===== src/rtl/apb_cmd_master_if.sv =====
// Bundles the command, response and APB signals of one bridge instance.
// The master modport is the bridge's view; the slave modport is the surrounding environment's view.
interface apb_cmd_master_if;
    logic        cmd_valid;
    logic        cmd_ready;
    logic        cmd_write;
    logic [31:0] cmd_addr;
    logic [31:0] cmd_wdata;
    logic [3:0]  cmd_strb;

    logic        rsp_valid;
    logic        rsp_ready;
    logic [31:0] rsp_rdata;
    logic        rsp_err;
    logic        rsp_tmo;

    logic        PSEL;
    logic        PENABLE;
    logic        PWRITE;
    logic [31:0] PADDR;
    logic [31:0] PWDATA;
    logic [3:0]  PSTRB;
    logic [2:0]  PPROT;
    logic [31:0] PRDATA;
    logic        PREADY;
    logic        PSLVERR;

    modport master (
        input  cmd_valid, cmd_write, cmd_addr, cmd_wdata, cmd_strb,
        output cmd_ready,
        output rsp_valid, rsp_rdata, rsp_err, rsp_tmo,
        input  rsp_ready,
        output PSEL, PENABLE, PWRITE, PADDR, PWDATA, PSTRB, PPROT,
        input  PRDATA, PREADY, PSLVERR
    );

    modport slave (
        output cmd_valid, cmd_write, cmd_addr, cmd_wdata, cmd_strb,
        input  cmd_ready,
        input  rsp_valid, rsp_rdata, rsp_err, rsp_tmo,
        output rsp_ready,
        input  PSEL, PENABLE, PWRITE, PADDR, PWDATA, PSTRB, PPROT,
        output PRDATA, PREADY, PSLVERR
    );
endinterface


===== src/rtl/apb_cmd_master.sv =====
// APB initiator: turns a valid/ready command stream into single APB transfers
// and returns read data / error status on a valid/ready response channel.
module apb_cmd_master #(
    parameter int          TIMEOUT = 16,
    parameter logic [2:0]  PROT    = 3'h0
) (
    input  logic                   PCLK,
    input  logic                   PRESETn,
    apb_cmd_master_if.master       bus
);

    localparam logic [1:0] IDLE   = 2'd0;
    localparam logic [1:0] SETUP  = 2'd1;
    localparam logic [1:0] ACCESS = 2'd2;
    localparam logic [1:0] RESP   = 2'd3;

    // Counter only ever reaches TIMEOUT-1, so it needs just enough bits for that value.
    localparam int             CW    = (TIMEOUT > 1) ? $clog2(TIMEOUT) : 1;
    localparam logic [CW-1:0]  LIMIT = CW'((TIMEOUT > 0) ? TIMEOUT - 1 : 0);

    logic [1:0]    state;
    logic [CW-1:0] wait_cnt;

    // NOTE: gating with PRESETn keeps cmd_ready low during reset even though state already reads IDLE.
    assign bus.cmd_ready = (state == IDLE) & PRESETn;
    assign bus.PPROT     = PROT;

    // NOTE: every register here is sequential state, so only non-blocking assignments are used.
    always_ff @(posedge PCLK or negedge PRESETn) begin
        if (!PRESETn) begin
            state         <= IDLE;
            wait_cnt      <= '0;
            bus.PSEL      <= 1'b0;
            bus.PENABLE   <= 1'b0;
            bus.PWRITE    <= 1'b0;
            bus.PADDR     <= '0;
            bus.PWDATA    <= '0;
            bus.PSTRB     <= '0;
            bus.rsp_valid <= 1'b0;
            bus.rsp_rdata <= '0;
            bus.rsp_err   <= 1'b0;
            bus.rsp_tmo   <= 1'b0;
        end else begin
            case (state)
                IDLE: begin
                    if (bus.cmd_valid) begin
                        bus.PADDR   <= bus.cmd_addr;
                        bus.PWDATA  <= bus.cmd_wdata;
                        bus.PWRITE  <= bus.cmd_write;
                        bus.PSTRB   <= bus.cmd_write ? bus.cmd_strb : 4'h0;
                        bus.PSEL    <= 1'b1;
                        bus.PENABLE <= 1'b0;
                        state       <= SETUP;
                    end
                end
                SETUP: begin
                    bus.PENABLE <= 1'b1;
                    wait_cnt    <= '0;
                    state       <= ACCESS;
                end
                ACCESS: begin
                    // A ready slave wins over the watchdog on the limit cycle.
                    if (bus.PREADY) begin
                        bus.PSEL      <= 1'b0;
                        bus.PENABLE   <= 1'b0;
                        bus.rsp_rdata <= bus.PWRITE ? 32'h0 : bus.PRDATA;
                        bus.rsp_err   <= bus.PSLVERR;
                        bus.rsp_tmo   <= 1'b0;
                        bus.rsp_valid <= 1'b1;
                        state         <= RESP;
                    end else if (TIMEOUT != 0 && wait_cnt == LIMIT) begin
                        bus.PSEL      <= 1'b0;
                        bus.PENABLE   <= 1'b0;
                        bus.rsp_rdata <= 32'hFFFF_FFFF;
                        bus.rsp_err   <= 1'b1;
                        bus.rsp_tmo   <= 1'b1;
                        bus.rsp_valid <= 1'b1;
                        state         <= RESP;
                    end else if (TIMEOUT != 0) begin
                        wait_cnt <= wait_cnt + 1'b1;
                    end
                end
                RESP: begin
                    if (bus.rsp_ready) begin
                        bus.rsp_valid <= 1'b0;
                        state         <= IDLE;
                    end
                end
            endcase
        end
    end

endmodule


===== src/flat_wrapper.sv =====
// flat-port wrapper written by rule: the top's interface ports become plain ports
module apb_cmd_master_flat 
#(
    parameter int          TIMEOUT = 16,
    parameter logic [2:0]  PROT    = 3'h0
)
  (PCLK, PRESETn, bus_cmd_valid, bus_cmd_write, bus_cmd_addr, bus_cmd_wdata, bus_cmd_strb, bus_cmd_ready, bus_rsp_valid, bus_rsp_rdata, bus_rsp_err, bus_rsp_tmo, bus_rsp_ready, bus_PSEL, bus_PENABLE, bus_PWRITE, bus_PADDR, bus_PWDATA, bus_PSTRB, bus_PPROT, bus_PRDATA, bus_PREADY, bus_PSLVERR);
  apb_cmd_master_if bus_i ();
  input  logic PCLK;
  input  logic PRESETn;
  input wire logic [$bits(bus_i.cmd_valid)-1:0] bus_cmd_valid;
  input wire logic [$bits(bus_i.cmd_write)-1:0] bus_cmd_write;
  input wire logic [$bits(bus_i.cmd_addr)-1:0] bus_cmd_addr;
  input wire logic [$bits(bus_i.cmd_wdata)-1:0] bus_cmd_wdata;
  input wire logic [$bits(bus_i.cmd_strb)-1:0] bus_cmd_strb;
  output wire logic [$bits(bus_i.cmd_ready)-1:0] bus_cmd_ready;
  output wire logic [$bits(bus_i.rsp_valid)-1:0] bus_rsp_valid;
  output wire logic [$bits(bus_i.rsp_rdata)-1:0] bus_rsp_rdata;
  output wire logic [$bits(bus_i.rsp_err)-1:0] bus_rsp_err;
  output wire logic [$bits(bus_i.rsp_tmo)-1:0] bus_rsp_tmo;
  input wire logic [$bits(bus_i.rsp_ready)-1:0] bus_rsp_ready;
  output wire logic [$bits(bus_i.PSEL)-1:0] bus_PSEL;
  output wire logic [$bits(bus_i.PENABLE)-1:0] bus_PENABLE;
  output wire logic [$bits(bus_i.PWRITE)-1:0] bus_PWRITE;
  output wire logic [$bits(bus_i.PADDR)-1:0] bus_PADDR;
  output wire logic [$bits(bus_i.PWDATA)-1:0] bus_PWDATA;
  output wire logic [$bits(bus_i.PSTRB)-1:0] bus_PSTRB;
  output wire logic [$bits(bus_i.PPROT)-1:0] bus_PPROT;
  input wire logic [$bits(bus_i.PRDATA)-1:0] bus_PRDATA;
  input wire logic [$bits(bus_i.PREADY)-1:0] bus_PREADY;
  input wire logic [$bits(bus_i.PSLVERR)-1:0] bus_PSLVERR;
  assign bus_i.cmd_valid = bus_cmd_valid;
  assign bus_i.cmd_write = bus_cmd_write;
  assign bus_i.cmd_addr = bus_cmd_addr;
  assign bus_i.cmd_wdata = bus_cmd_wdata;
  assign bus_i.cmd_strb = bus_cmd_strb;
  assign bus_cmd_ready = bus_i.cmd_ready;
  assign bus_rsp_valid = bus_i.rsp_valid;
  assign bus_rsp_rdata = bus_i.rsp_rdata;
  assign bus_rsp_err = bus_i.rsp_err;
  assign bus_rsp_tmo = bus_i.rsp_tmo;
  assign bus_i.rsp_ready = bus_rsp_ready;
  assign bus_PSEL = bus_i.PSEL;
  assign bus_PENABLE = bus_i.PENABLE;
  assign bus_PWRITE = bus_i.PWRITE;
  assign bus_PADDR = bus_i.PADDR;
  assign bus_PWDATA = bus_i.PWDATA;
  assign bus_PSTRB = bus_i.PSTRB;
  assign bus_PPROT = bus_i.PPROT;
  assign bus_i.PRDATA = bus_PRDATA;
  assign bus_i.PREADY = bus_PREADY;
  assign bus_i.PSLVERR = bus_PSLVERR;
  apb_cmd_master #(.TIMEOUT(TIMEOUT), .PROT(PROT)) u_core (.PCLK(PCLK), .PRESETn(PRESETn), .bus(bus_i));
endmodule

===== config.mk =====
export PLATFORM = sky130hd
export DESIGN_NAME = apb_cmd_master_flat
export DESIGN_NICKNAME = d
export VERILOG_FILES = /design/src/rtl/apb_cmd_master_if.sv /design/src/rtl/apb_cmd_master.sv /design/src/flat_wrapper.sv
export SDC_FILE = /design/constraint.sdc
export NUM_CORES = 1
export LEC_CHECK = 0
export BUFFER_PORTS_ARGS = -buffer_cell sky130_fd_sc_hd__buf_2
export CORE_AREA = 2 2 110 112
export CTS_CLUSTER_DIAMETER = 80
export DETAILED_ROUTE_END_ITERATION = 8
export DIE_AREA = 0 0 112 114
export PLACE_DENSITY = 0.87
export SYNTH_ARGS = -nofsm -noshare
export SYNTH_HDL_FRONTEND = slang
export SYNTH_SLANG_ARGS = --single-unit

===== constraint.sdc =====
create_clock -name PCLK -period 1.8 [get_ports PCLK]
set_clock_uncertainty 0.05 [all_clocks]
set_input_delay 0.27 -clock PCLK [delete_from_list [all_inputs] [get_ports PCLK]]
set_output_delay 0.27 -clock PCLK [all_outputs]
set_load 0.01 [all_outputs]

==> insert_results.sql, run 1 <==
INSERT INTO impl_metrics (metric_group, metric, value, unit) VALUES
('route', 'drt-vias-per-instance', '4.851', ''),
('synthesis', 'synthesis.area_per_instance', '13.57', 'um2'),
('clocking', 'cts_made_buffers', '9', ''),
('worst_hold_path', 'hold_path_depth', '2', ''),
('layout', 'insertedDiodeCount', '0', ''),
('route', 'dr_wl_cell', '15.49', 'um'),
('worst_setup_path', 'startpoint_of_the_lowest_slack_register_to_register_path', 'u_core.wait_cnt[1]$_DFFE_PN0P_', ''),
('worst_setup_path', 'critical_path.max_fanout', '17', ''),
('synthesis', 'synth.yosys.warnings', '0', ''),
('worst_setup_path', 'cell_count_of_the_worst_reg_to_reg_path', '5', ''),
('die', 'rows', '40', ''),
('power', 'pwr_density_cell', '1740', 'nW/um2'),
('global_routing', 'grt_pass1_wl', '18010', 'um'),
('worst_setup_path', 'flop_to_flop_setup_slack', '0.08', 'ns'),
('clocking', 'path_clk_slew', '0.07', 'ns'),
('synthesis', 'syn_inst', '360', ''),
('route', 'final_routed_wirelength_across_all_metal_layers', '11310', 'um'),
('clocking', 'worst_skew_pair.late_latency', '0.34', 'ns'),
('route', '1st_pass_router_iterations', '4', ''),
('place', 'globalplace.congestion', '0.7522', ''),
('status', 'outcome', 'finished clean', ''),
('route', 'met3_wire_length', '626', 'um'),
('die', 'die-width', '112', 'um'),
('route', 'via_count', '3541', ''),
('global_routing', 'antenna_found_initial', '0', ''),
('global_routing', 'grt_start_max_net_pins', '113', ''),
('sta', 'finalCritPeriodShare', '95.41', '%'),
('place', 'setup_slack_at_placement', '-0.07534', 'ns'),
('worst_setup_path', 'worstSetupStartpointType', 'register', ''),
('place', 'numPortBuffers', '213', ''),
('sta', 'fmaxAchievable', '582.3', 'MHz'),
('worst_setup_path', 'path_class', 'register to register', ''),
('worst_setup_path', 'cp-startpoint', 'u_core.wait_cnt[1]$_DFFE_PN0P_', ''),
('layout', 'finish.cell_count_without_fillers', '730', ''),
('worst_setup_path', 'path_cells', 'ha_1 -> a31oi_4 -> nand2b_4 -> buf_12 -> mux2_2', ''),
('die', 'io-pin-count', '217', ''),
('worst_hold_path', 'min_delay_worst_type', 'primary input to register', ''),
('layout', 'layout.cells.most_common_list', 'sky130_fd_sc_hd__buf_2, sky130_fd_sc_hd__dfrtp_1, sky130_fd_sc_hd__mux2_2, sky130_fd_sc_hd__o21ai_0, sky130_fd_sc_hd__inv_1', ''),
('route', 'drt_iter0_drc', '210', ''),
('die', 'starting_density_of_the_core', '41.70', '%'),
('route', 'route.antenna.remaining_nets', '0', ''),
('power', 'total_power', '11.26', 'mW'),
('die', 'fp.dieArea', '12770', 'um2'),
('worst_setup_path', 'worstSetupEndpointType', 'register', ''),
('synthesis', 'portion_of_the_post_synthesis_area_used_by_sequential_elements', '57.39', '%'),
('sta', 'unrepaired_setup_endpoints_after_global_routing', 'false', ''),
('synthesis', 'synth_flop_cell', 'sky130_fd_sc_hd__dfrtp_1', ''),
('worst_setup_path', 'cp_data_required_time', '1.97', 'ns'),
('synthesis', 'synth_enable_flop_cells', '0', ''),
('global_routing', 'grtUsageTotal', '17.72', '%'),
('clocking', 'cts_root_buffer', 'sky130_fd_sc_hd__clkbuf_16', ''),
('worst_setup_path', 'crit_path_max_incr_delay', '0.40', 'ns'),
('worst_hold_path', 'min_from', 'bus_cmd_addr[15]', ''),
('clocking', 'cts.sink_count', '112', ''),
('synthesis', 'ys_async_sr_fraction', '100.0', '%'),
('die', 'core', '11710', 'um2'),
('clocking', 'ctsHtreeMaxLevel', '3', ''),
('synthesis', 'synth_area', '4883', 'um2'),
('place', 'place.detailed.instances', '710', ''),
('layout', 'layout.nets', '692', ''),
('sta', 'setup_tns', '0', 'ns'),
('clocking', 'cts_tree', 'done', ''),
('synthesis', 'yosys_register_bits', '112', ''),
('sta', 'final-hold-violation-count', '0', ''),
('sta', 'finalHoldWorstSlack', '0.1055', 'ns'),
('sta', 'tightest_slew', '0.6046', 'ns'),
('worst_hold_path', 'worstHoldEndpoint', 'u_core.bus.PADDR[15]$_DFFE_PN0P_', ''),
('sta', 'max_slew_headroom_at_the_worst_pin', '59.70', '%'),
('route', 'drc', '0', ''),
('global_routing', 'vias_in_the_first_global_route', '3684', ''),
('route', 'met2_wirelength', '6038', 'um');
## cells in the mapped netlist, drive strengths merged, types with 2 or more instances
master    n  area, um2
and3      2      12.51
o21ai    40      200.2
ha        7      87.58
buf      15      128.9
nand2b    2      20.02
inv      39      146.4
mux2i     3      30.03
dfrtp   112       2803
nand4     2      12.51
nand2    11      41.29
mux2    100       1227
a31oi     3      33.78
clkbuf    7      26.28
nor2b     3      18.77
## per-stage QoR
step | utilization [%] | cell area (um2)
after global placement | 52.33 | 6128
after global routing | 55.28 | 6474
after floorplan | - | 4891
after detailed placement | 52.33 | 6128
after CTS | 54.97 | 6437
final | 55.28 | 6474
## critical path: cells and delay by family, from the launching register on
| family | cells | cell delay [ns] |
|---|---|---|
| muxes | 1 | 0.36 |
| and+or+nand+nor | 1 | 0.18 |
| DFF | 1 | 0.40 |
| adders and majority gates | 1 | 0.24 |
| buffers and inverters | 1 | 0.18 |
| AOI/OAI and AO/OA | 1 | 0.20 |
## state kept, by name, summed over array words and instances (netlist names)
| signal | cells |
|---|---|
| u_core.bus.PWDATA | 32 |
| u_core.bus.PENABLE | 1 |
| u_core.wait_cnt | 4 |
| u_core.bus.rsp_err | 1 |
| u_core.bus.PSTRB | 4 |
| u_core.bus.PWRITE | 1 |
| u_core.bus.PSEL | 1 |
| u_core.bus.rsp_tmo | 1 |
| u_core.state | 2 |
| u_core.bus.rsp_rdata | 32 |
| u_core.bus.PADDR | 32 |
| u_core.bus.rsp_valid | 1 |
## layout make-up
type / count / area (um2)
clock buffers: 11 / 232.7
clock inverters: 5 / 57.56
fillers: 995 / 5238
inverters: 39 / 146.4
multi-input cells: 189 / 1810
flip-flops and latches: 112 / 2804
well taps: 147 / 183.9
repair buffers: 227 / 1239
## per-layer routing
layer | up-vias | global-route usage [%]
met2 | 123 | 32.16
met4 | 0 | 6.992
met3 | 19 | 3.879
met5 | - | 0
met1 | 1752 | 20.50
li1 | 1647 | -
## cells by family after synthesis
logic type	synth area share, %
simple gates	2.690
flops	57.39
other cells	0.07679
compound gates	6.124
fa+ha+maj	1.793
buf+inv	6.175
mux	25.75
## how the worst max path moves through the flow
stage	endpoint	slack, ns
floorplan	u_core.bus.rsp_rdata[10]$_DFFE_PN0P_	0.06
global placement	u_core.wait_cnt[3]$_DFFE_PN0P_	0.04
detailed placement	u_core.wait_cnt[3]$_DFFE_PN0P_	-0.08
CTS	u_core.bus.rsp_rdata[18]$_DFFE_PN0P_	0.002
global route	u_core.bus.PENABLE$_DFFE_PN0P_	0.01
finish	u_core.bus.rsp_rdata[18]$_DFFE_PN0P_	0.08
## report_power, final
group	internal, mW	switching [mW]
sequential	3.76	0.660
clock	1.08	0.873
combinational	2.62	2.27
## what timing repair did
item                       CTS  global route
gates resized for setup      2             5
setup buffers                0             3
hold buffers                 1             0
pin swaps                    0             1
gates cloned                 0             0
setup endpoints to repair    2            98
hold endpoints to repair    33             0
Note: power is estimated with default switching activity, not from simulation.
==> run 2: changes to the inputs <==
--- a/config.mk
+++ b/config.mk
@@ -8,7 +8,7 @@
 export BUFFER_PORTS_ARGS = -buffer_cell sky130_fd_sc_hd__buf_2
-export CORE_AREA = 2 2 110 112
+export CORE_AREA = 2 2 123 101
 export CTS_CLUSTER_DIAMETER = 80
 export DETAILED_ROUTE_END_ITERATION = 8
-export DIE_AREA = 0 0 112 114
-export PLACE_DENSITY = 0.87
+export DIE_AREA = 0 0 125 103
+export PLACE_DENSITY = 0.86
 export SYNTH_ARGS = -nofsm -noshare
--- a/constraint.sdc
+++ b/constraint.sdc
@@ -4,2 +4,2 @@
 set_output_delay 0.27 -clock PCLK [all_outputs]
-set_load 0.01 [all_outputs]
+set_load 0.005 [all_outputs]
==> insert_results.sql, run 2 (synthesis results as in run 1) <==
INSERT INTO impl_metrics (metric_group, metric, value, unit) VALUES
('sta', 'final-hold-violation-count', '0', ''),
('sta', 'fmaxAchievable', '581.4', 'MHz'),
('die', 'fp.dieArea', '12880', 'um2'),
('worst_setup_path', 'critical_path.max_fanout', '4', ''),
('clocking', 'path_clk_slew', '0.08', 'ns'),
('sta', 'finalWorstPathRequiredPeriod', '1.720', 'ns'),
('route', '1st_pass_router_iterations', '4', ''),
('route', 'dr_wl_cell', '15.00', 'um'),
('power', 'sw_frac_of_total', '31.28', '%'),
('layout', 'mostFrequentLayoutCell', 'sky130_fd_sc_hd__buf_2', ''),
('place', 'globalplace.congestion', '0.7814', ''),
('place', 'numPortBuffers', '213', ''),
('place', 'dp_hpwl', '8125', 'um'),
('clocking', 'cts_tree', 'done', ''),
('power', 'total_power', '10.84', 'mW'),
('power', 'clkPwrFrac', '18.8', '%'),
('sta', 'max_slew_headroom_at_the_worst_pin', '55.82', '%'),
('sta', 'final-max-slew-violation-count', '0', ''),
('worst_setup_path', 'crit_path_max_incr_delay', '0.39', 'ns'),
('route', 'drc', '0', ''),
('layout', 'insertedDiodeCount', '0', ''),
('layout', 'layout.nets', '697', ''),
('route', 'via_count', '3486', ''),
('worst_setup_path', 'path_cells', 'buf_4 -> ha_1 -> or2_2 -> and3_1 -> a211o_1', ''),
('layout', 'finalInstanceArea', '6506', 'um2'),
('clocking', 'cts.sink_count', '112', ''),
('die', 'die_outline_height', '103', 'um'),
('power', 'max-vdd-ir-drop', '0.8261', 'mV'),
('power', 'leakagePower', '3.357', 'nW'),
('run', 'max_cap_viol_count', '0', ''),
('layout', 'area_delta_synth_final', '33.23', '%'),
('global_routing', 'vias_in_the_first_global_route', '3561', ''),
('worst_setup_path', 'worstSetupEndpointType', 'register', ''),
('global_routing', 'grt_remaining_overflow', '0', ''),
('route', 'route.antenna.remaining_nets', '0', ''),
('clocking', 'ctsHtreeMaxLevel', '3', ''),
('place', 'total_cell_area_at_the_placement_stage', '6155', 'um2'),
('die', 'rows', '36', ''),
('die', 'io-pin-count', '217', ''),
('die', 'core', '11800', 'um2'),
('layout', 'layout_top_registers', 'u_core.bus.PADDR: 32 flops, u_core.bus.PWDATA: 32 flops, u_core.bus.rsp_rdata: 32 flops', ''),
('global_routing', 'grt_pass1_wl', '17090', 'um'),
('layout', 'num-fill-cells', '1013', ''),
('worst_setup_path', 'worstSetupStartpointType', 'register', ''),
('power', 'power.share.sequential', '40.8', '%'),
('power', 'power.internal', '7.450', 'mW'),
('power', 'pwr_density_cell', '1666', 'nW/um2'),
('global_routing', 'antenna_found_initial', '0', ''),
('worst_setup_path', 'path_class', 'register to register', ''),
('sta', 'tightest_slew', '0.6626', 'ns'),
('die', 'die-width', '125', 'um'),
('die', 'starting_density_of_the_core', '41.38', '%'),
('layout', 'fraction_of_layout_instances_using_a_drive_strength_above_1', '60.71', '%'),
('sta', 'finalHoldWorstSlack', '0.1010', 'ns'),
('clocking', 'clock_tree.buffer_depth', '2', ''),
('worst_setup_path', 'crit_arrival', '1.90', 'ns'),
('worst_setup_path', 'cp_data_required_time', '1.98', 'ns'),
('clocking', 'worst_skew_pair.late_latency', '0.35', 'ns'),
('worst_hold_path', 'min_delay_worst_type', 'primary input to register', ''),
('layout', 'layout.cells.most_common_list', 'sky130_fd_sc_hd__buf_2, sky130_fd_sc_hd__dfrtp_1, sky130_fd_sc_hd__mux2_2, sky130_fd_sc_hd__o21ai_0, sky130_fd_sc_hd__inv_1', ''),
('status', 'outcome', 'finished clean', ''),
('sta', 'unrepaired_setup_endpoints_after_global_routing', 'false', ''),
('sta', 'setup_tns', '0', 'ns'),
('route', 'final_routed_wirelength_across_all_metal_layers', '11100', 'um'),
('clocking', 'cts_root_buffer', 'sky130_fd_sc_hd__clkbuf_16', ''),
('layout', 'final_core_utilization', '55.13', '%'),
('route', 'drt_iter0_drc', '147', ''),
('sta', 'finalSetupViolCount', '0', ''),
('global_routing', 'grtUsageTotal', '16.47', '%'),
('sta', 'finalCritPeriodShare', '95.55', '%'),
('worst_setup_path', 'crit_path_top_delay_cell', 'sky130_fd_sc_hd__dfrtp_1', ''),
('route', 'drt-vias-per-instance', '4.711', ''),
('clocking', 'cts_made_buffers', '9', ''),
('power', 'netSwitchingPower', '3.391', 'mW'),
('power', 'combPwrFrac', '40.4', '%'),
('global_routing', 'grt_start_max_net_pins', '113', '');
==> run 2: layer usage <==
layer	GRT usage (%)	vias up	share of wire (%)
met1	20.39	1693	41
met5	0	-	0
met4	6.838	0	1.9
li1	-	1661	-
met3	4.411	20	5.6
met2	27.84	112	52
==> run 2: final cells by class <==
| class | count | area (um2) | share of cell area, % |
|---|---|---|---|
| clock buffer | 9 | 225.2 | 3.462 |
| sequential | 112 | 2804 | 43.10 |
| tap | 152 | 190.2 | 2.923 |
| inverter | 39 | 146.4 | 2.250 |
| clock inverter | 7 | 76.32 | 1.173 |
| multi-input combinational | 189 | 1813 | 27.87 |
| timing repair buffer | 232 | 1251 | 19.23 |
==> run 2: worst max-delay path: cells and delay by family, from the launching register on <==
family	cells	cell delay, ns
and+or+nand+nor	2	0.52
DFF	1	0.39
AOI/OAI and AO/OA	1	0.28
adders and majority gates	1	0.22
buffers and inverters	1	0.14
==> run 2: path summary, 6_finish.rpt <==
path,to,startpoint,slack [ns],cells past startpoint
max in group asynchronous,u_core.state[1]$_DFFE_PN0P_,PRESETn,0.64,3
hold reg to reg,u_core.bus.PSTRB[0]$_DFFE_PN0P_,u_core.bus.PSTRB[0]$_DFFE_PN0P_,0.45,2
setup / recovery,u_core.wait_cnt[3]$_DFFE_PN0P_,u_core.state[0]$_DFFE_PN0P_,0.08,5
min in group asynchronous,u_core.bus.PWDATA[31]$_DFFE_PN0P_,PRESETn,0.48,3
hold / removal,u_core.bus.PWDATA[9]$_DFFE_PN0P_,bus_cmd_wdata[9],0.10,2
setup reg to reg,u_core.wait_cnt[3]$_DFFE_PN0P_,u_core.state[0]$_DFFE_PN0P_,0.08,5
==> run 2: repair_timing <==
| action | CTS | global route |
|---|---|---|
| hold buffers | 1 | 0 |
| setup endpoints to repair | 2 | 71 |
| hold endpoints to repair | 34 | 0 |
| setup buffers | 0 | 2 |
| resized for setup | 0 | 7 |
==> run 2: power groups by stage <==
stage          clock [mW]  combinational [mW]  sequential, mW
2_1_floorplan           0                2.38            4.50
3_3_place_gp            0                4.18            4.35
3_5_place_dp            0                4.38            4.44
4_1_cts              2.10                4.38            4.42
5_1_grt              2.19                4.79            4.59
6_report             2.04                4.38            4.42
==> run 2: through the flow <==
step	worst slack (ns)	instances
2_1_floorplan	0.05756	362
3_3_place_gp	0.06278	721
3_5_place_dp	-0.06095	721
4_1_cts	-0.07209	738
5_1_grt	0.007683	740
6_report	0.08003	740
==> run 3: changes to the inputs <==
Settings changed: CORE_AREA 2 2 123 101 to 2 2 127 104, CTS_CLUSTER_DIAMETER 80 to 30, DIE_AREA 0 0 125 103 to 0 0 129 106, PLACE_DENSITY 0.86 to 0.82.
==> insert_results.sql, run 3 (synthesis results as in run 1) <==
INSERT INTO impl_metrics (metric_group, metric, value, unit) VALUES
('clocking', 'clock_tree.buffer_depth', '2', ''),
('power', 'max-vdd-ir-drop', '0.8525', 'mV'),
('route', 'via_count', '3550', ''),
('worst_setup_path', 'cell_count_of_the_worst_reg_to_reg_path', '5', ''),
('global_routing', 'grt_remaining_overflow', '0', ''),
('layout', 'multi_input_comb_area', '1813', 'um2'),
('layout', 'final_core_utilization', '52.10', '%'),
('worst_hold_path', 'worstHoldEndpoint', 'u_core.bus.PWDATA[22]$_DFFE_PN0P_', ''),
('layout', 'layout.cells.most_common_list', 'sky130_fd_sc_hd__buf_2, sky130_fd_sc_hd__dfrtp_1, sky130_fd_sc_hd__mux2_2, sky130_fd_sc_hd__o21ai_0, sky130_fd_sc_hd__inv_1', ''),
('layout', 'sequential_cell_area', '2803', 'um2'),
('worst_setup_path', 'crit_arrival', '1.91', 'ns'),
('route', 'final_routed_wirelength_across_all_metal_layers', '11490', 'um'),
('place', 'total_cell_area_at_the_placement_stage', '6186', 'um2'),
('power', 'leakagePower', '3.364', 'nW'),
('worst_setup_path', 'path_class', 'register to register', ''),
('clocking', 'ctsHtreeMaxLevel', '3', ''),
('global_routing', 'grt_pass1_wl', '18130', 'um'),
('route', 'met3_wire_length', '582', 'um'),
('route', 'dr.max_layer_used', 'met4', ''),
('die', 'starting_density_of_the_core', '38.92', '%'),
('route', 'drt-vias-per-instance', '4.634', ''),
('layout', 'layout_top_registers', 'u_core.bus.PADDR: 32 flops, u_core.bus.PWDATA: 32 flops, u_core.bus.rsp_rdata: 32 flops', ''),
('worst_setup_path', 'flop_to_flop_setup_slack', '0.06', 'ns'),
('clocking', 'path_clk_slew', '0.07', 'ns'),
('route', 'm1WireLength', '4660', 'um'),
('worst_setup_path', 'worstSetupEndpointType', 'register', ''),
('route', 'route.antenna.remaining_nets', '0', ''),
('die', 'fp.dieArea', '13670', 'um2'),
('sta', 'unrepaired_setup_endpoints_after_global_routing', 'false', ''),
('route', 'drc', '0', ''),
('worst_hold_path', 'hold_path_depth', '2', ''),
('die', 'rows', '37', ''),
('run', 'max_cap_viol_count', '0', ''),
('worst_hold_path', 'min_delay_worst_type', 'primary input to register', ''),
('worst_setup_path', 'startpoint_of_the_lowest_slack_register_to_register_path', 'u_core.wait_cnt[0]$_DFFE_PN0P_', ''),
('die', 'die-width', '129', 'um'),
('power', 'pwr_density_cell', '1655', 'nW/um2'),
('layout', 'finalInstanceArea', '6536', 'um2'),
('clocking', 'cts_root_buffer', 'sky130_fd_sc_hd__clkbuf_16', ''),
('place', 'numPortBuffers', '213', ''),
('sta', 'max_slew_headroom_at_the_worst_pin', '56.08', '%'),
('sta', 'finalCritPeriodShare', '96.53', '%'),
('clocking', 'cts.sink_count', '112', ''),
('layout', 'area_delta_synth_final', '33.85', '%'),
('clocking', 'cts_made_buffers', '9', ''),
('global_routing', 'grt_start_max_net_pins', '54', ''),
('route', 'drt_iter0_drc', '147', ''),
('global_routing', 'antenna_found_initial', '0', ''),
('layout', 'num-fill-cells', '1062', ''),
('route', '1st_pass_router_iterations', '4', ''),
('worst_setup_path', 'worst_r2r_endpoint', 'u_core.bus.rsp_rdata[26]$_DFFE_PN0P_', ''),
('layout', 'layout.nets', '700', ''),
('clocking', 'cts_tree', 'done', ''),
('clocking', 'worst_skew_pair.late_latency', '0.34', 'ns'),
('sta', 'final-max-slew-violation-count', '0', ''),
('sta', 'finalSetupViolCount', '0', ''),
('worst_hold_path', 'min_from', 'bus_cmd_wdata[22]', ''),
('route', 'met2_wirelength', '5922', 'um'),
('sta', 'tightest_slew', '0.6588', 'ns'),
('place', 'globalplace.congestion', '0.7981', ''),
('global_routing', 'vias_in_the_first_global_route', '3745', ''),
('sta', 'finalWorstPathRequiredPeriod', '1.737', 'ns'),
('route', 'dr_wl_cell', '15.00', 'um'),
('die', 'io-pin-count', '217', ''),
('layout', 'insertedDiodeCount', '0', ''),
('worst_setup_path', 'worstSetupStartpointType', 'register', ''),
('worst_setup_path', 'cp_data_required_time', '1.98', 'ns'),
('sta', 'fmaxAchievable', '575.5', 'MHz'),
('worst_setup_path', 'critical_path.max_fanout', '18', ''),
('layout', 'mostFrequentLayoutCell', 'sky130_fd_sc_hd__buf_2', ''),
('sta', 'final-hold-violation-count', '0', ''),
('status', 'outcome', 'finished clean', ''),
('die', 'core', '12550', 'um2'),
('die', 'die_outline_height', '106', 'um'),
('global_routing', 'grtUsageTotal', '16.82', '%'),
('place', 'dp_hpwl', '8672', 'um'),
('layout', 'fraction_of_layout_instances_using_a_drive_strength_above_1', '60.24', '%');
[run 3: timing repair]
action,in CTS,in global routing
pin swaps,1,0
gates resized for setup,2,4
setup endpoints to repair,7,39
hold buffers,1,0
buffers inserted,2,1
endpoints found under the hold margin,42,0
[run 3: report_power, final]
group          switching [mW]  total [mW]  leakage (nW)  internal (mW)
clock network           0.877        1.96         0.143           1.08
logic                    1.81        4.41          1.91           2.61
registers               0.690        4.45          1.31           3.76
[run 3: layer usage]
metal / vias up / GRT usage, %
met5: - / 0
met3: 27 / 4.378
met2: 124 / 28.99
li1: 1661 / -
met4: 0 / 6.599
met1: 1738 / 20.08
[run 3: how the worst max path moves through the flow]
stage	start	endpoint	cells after the start
final	u_core.wait_cnt[0]$_DFFE_PN0P_	u_core.bus.rsp_rdata[26]$_DFFE_PN0P_	5
after global routing	u_core.state[1]$_DFFE_PN0P_	bus_cmd_ready	4
after CTS	u_core.state[0]$_DFFE_PN0P_	u_core.wait_cnt[3]$_DFFE_PN0P_	5
after detailed placement	u_core.state[1]$_DFFE_PN0P_	u_core.state[1]$_DFFE_PN0P_	5
after global placement	u_core.state[1]$_DFFE_PN0P_	u_core.state[1]$_DFFE_PN0P_	5
after floorplan	u_core.wait_cnt[0]$_DFFE_PN0P_	u_core.bus.rsp_rdata[10]$_DFFE_PN0P_	6
[run 3: final cells by class]
type | count | share of cell area [%]
repair buffers | 235 | 19.35
multi-input cells | 189 | 27.74
well taps | 175 | 3.350
inverters | 39 | 2.240
clock inverters | 5 | 0.8806
flip-flops and latches | 112 | 42.88
clock buffers | 11 | 3.560
[run 3: worst max-delay path, stage by stage, from the launching register on]
cell and delay (ns):
sky130_fd_sc_hd__dfrtp_1 0.43, sky130_fd_sc_hd__ha_4 0.20, sky130_fd_sc_hd__a31oi_4 0.21, sky130_fd_sc_hd__nand2b_4 0.21
sky130_fd_sc_hd__buf_12 0.20, sky130_fd_sc_hd__mux2_4 0.32
[run 3: through the flow]
| stage | worst slack [ns] | setup TNS (ns) | power (mW) | instances | hold slack (ns) |
|---|---|---|---|---|---|
| after floorplan | 0.05756 | 0 | 6.884 | 362 | -0.07559 |
| after global placement | 0.02993 | 0 | 8.586 | 746 | 0.3172 |
| after detailed placement | -0.02789 | -0.04594 | 8.868 | 746 | 0.3234 |
| after CTS | 0.007928 | 0 | 10.88 | 765 | 0.08719 |
| after global routing | 0.009754 | 0 | 11.56 | 766 | 0.08699 |
| final | 0.06251 | 0 | 10.82 | 766 | 0.1025 |
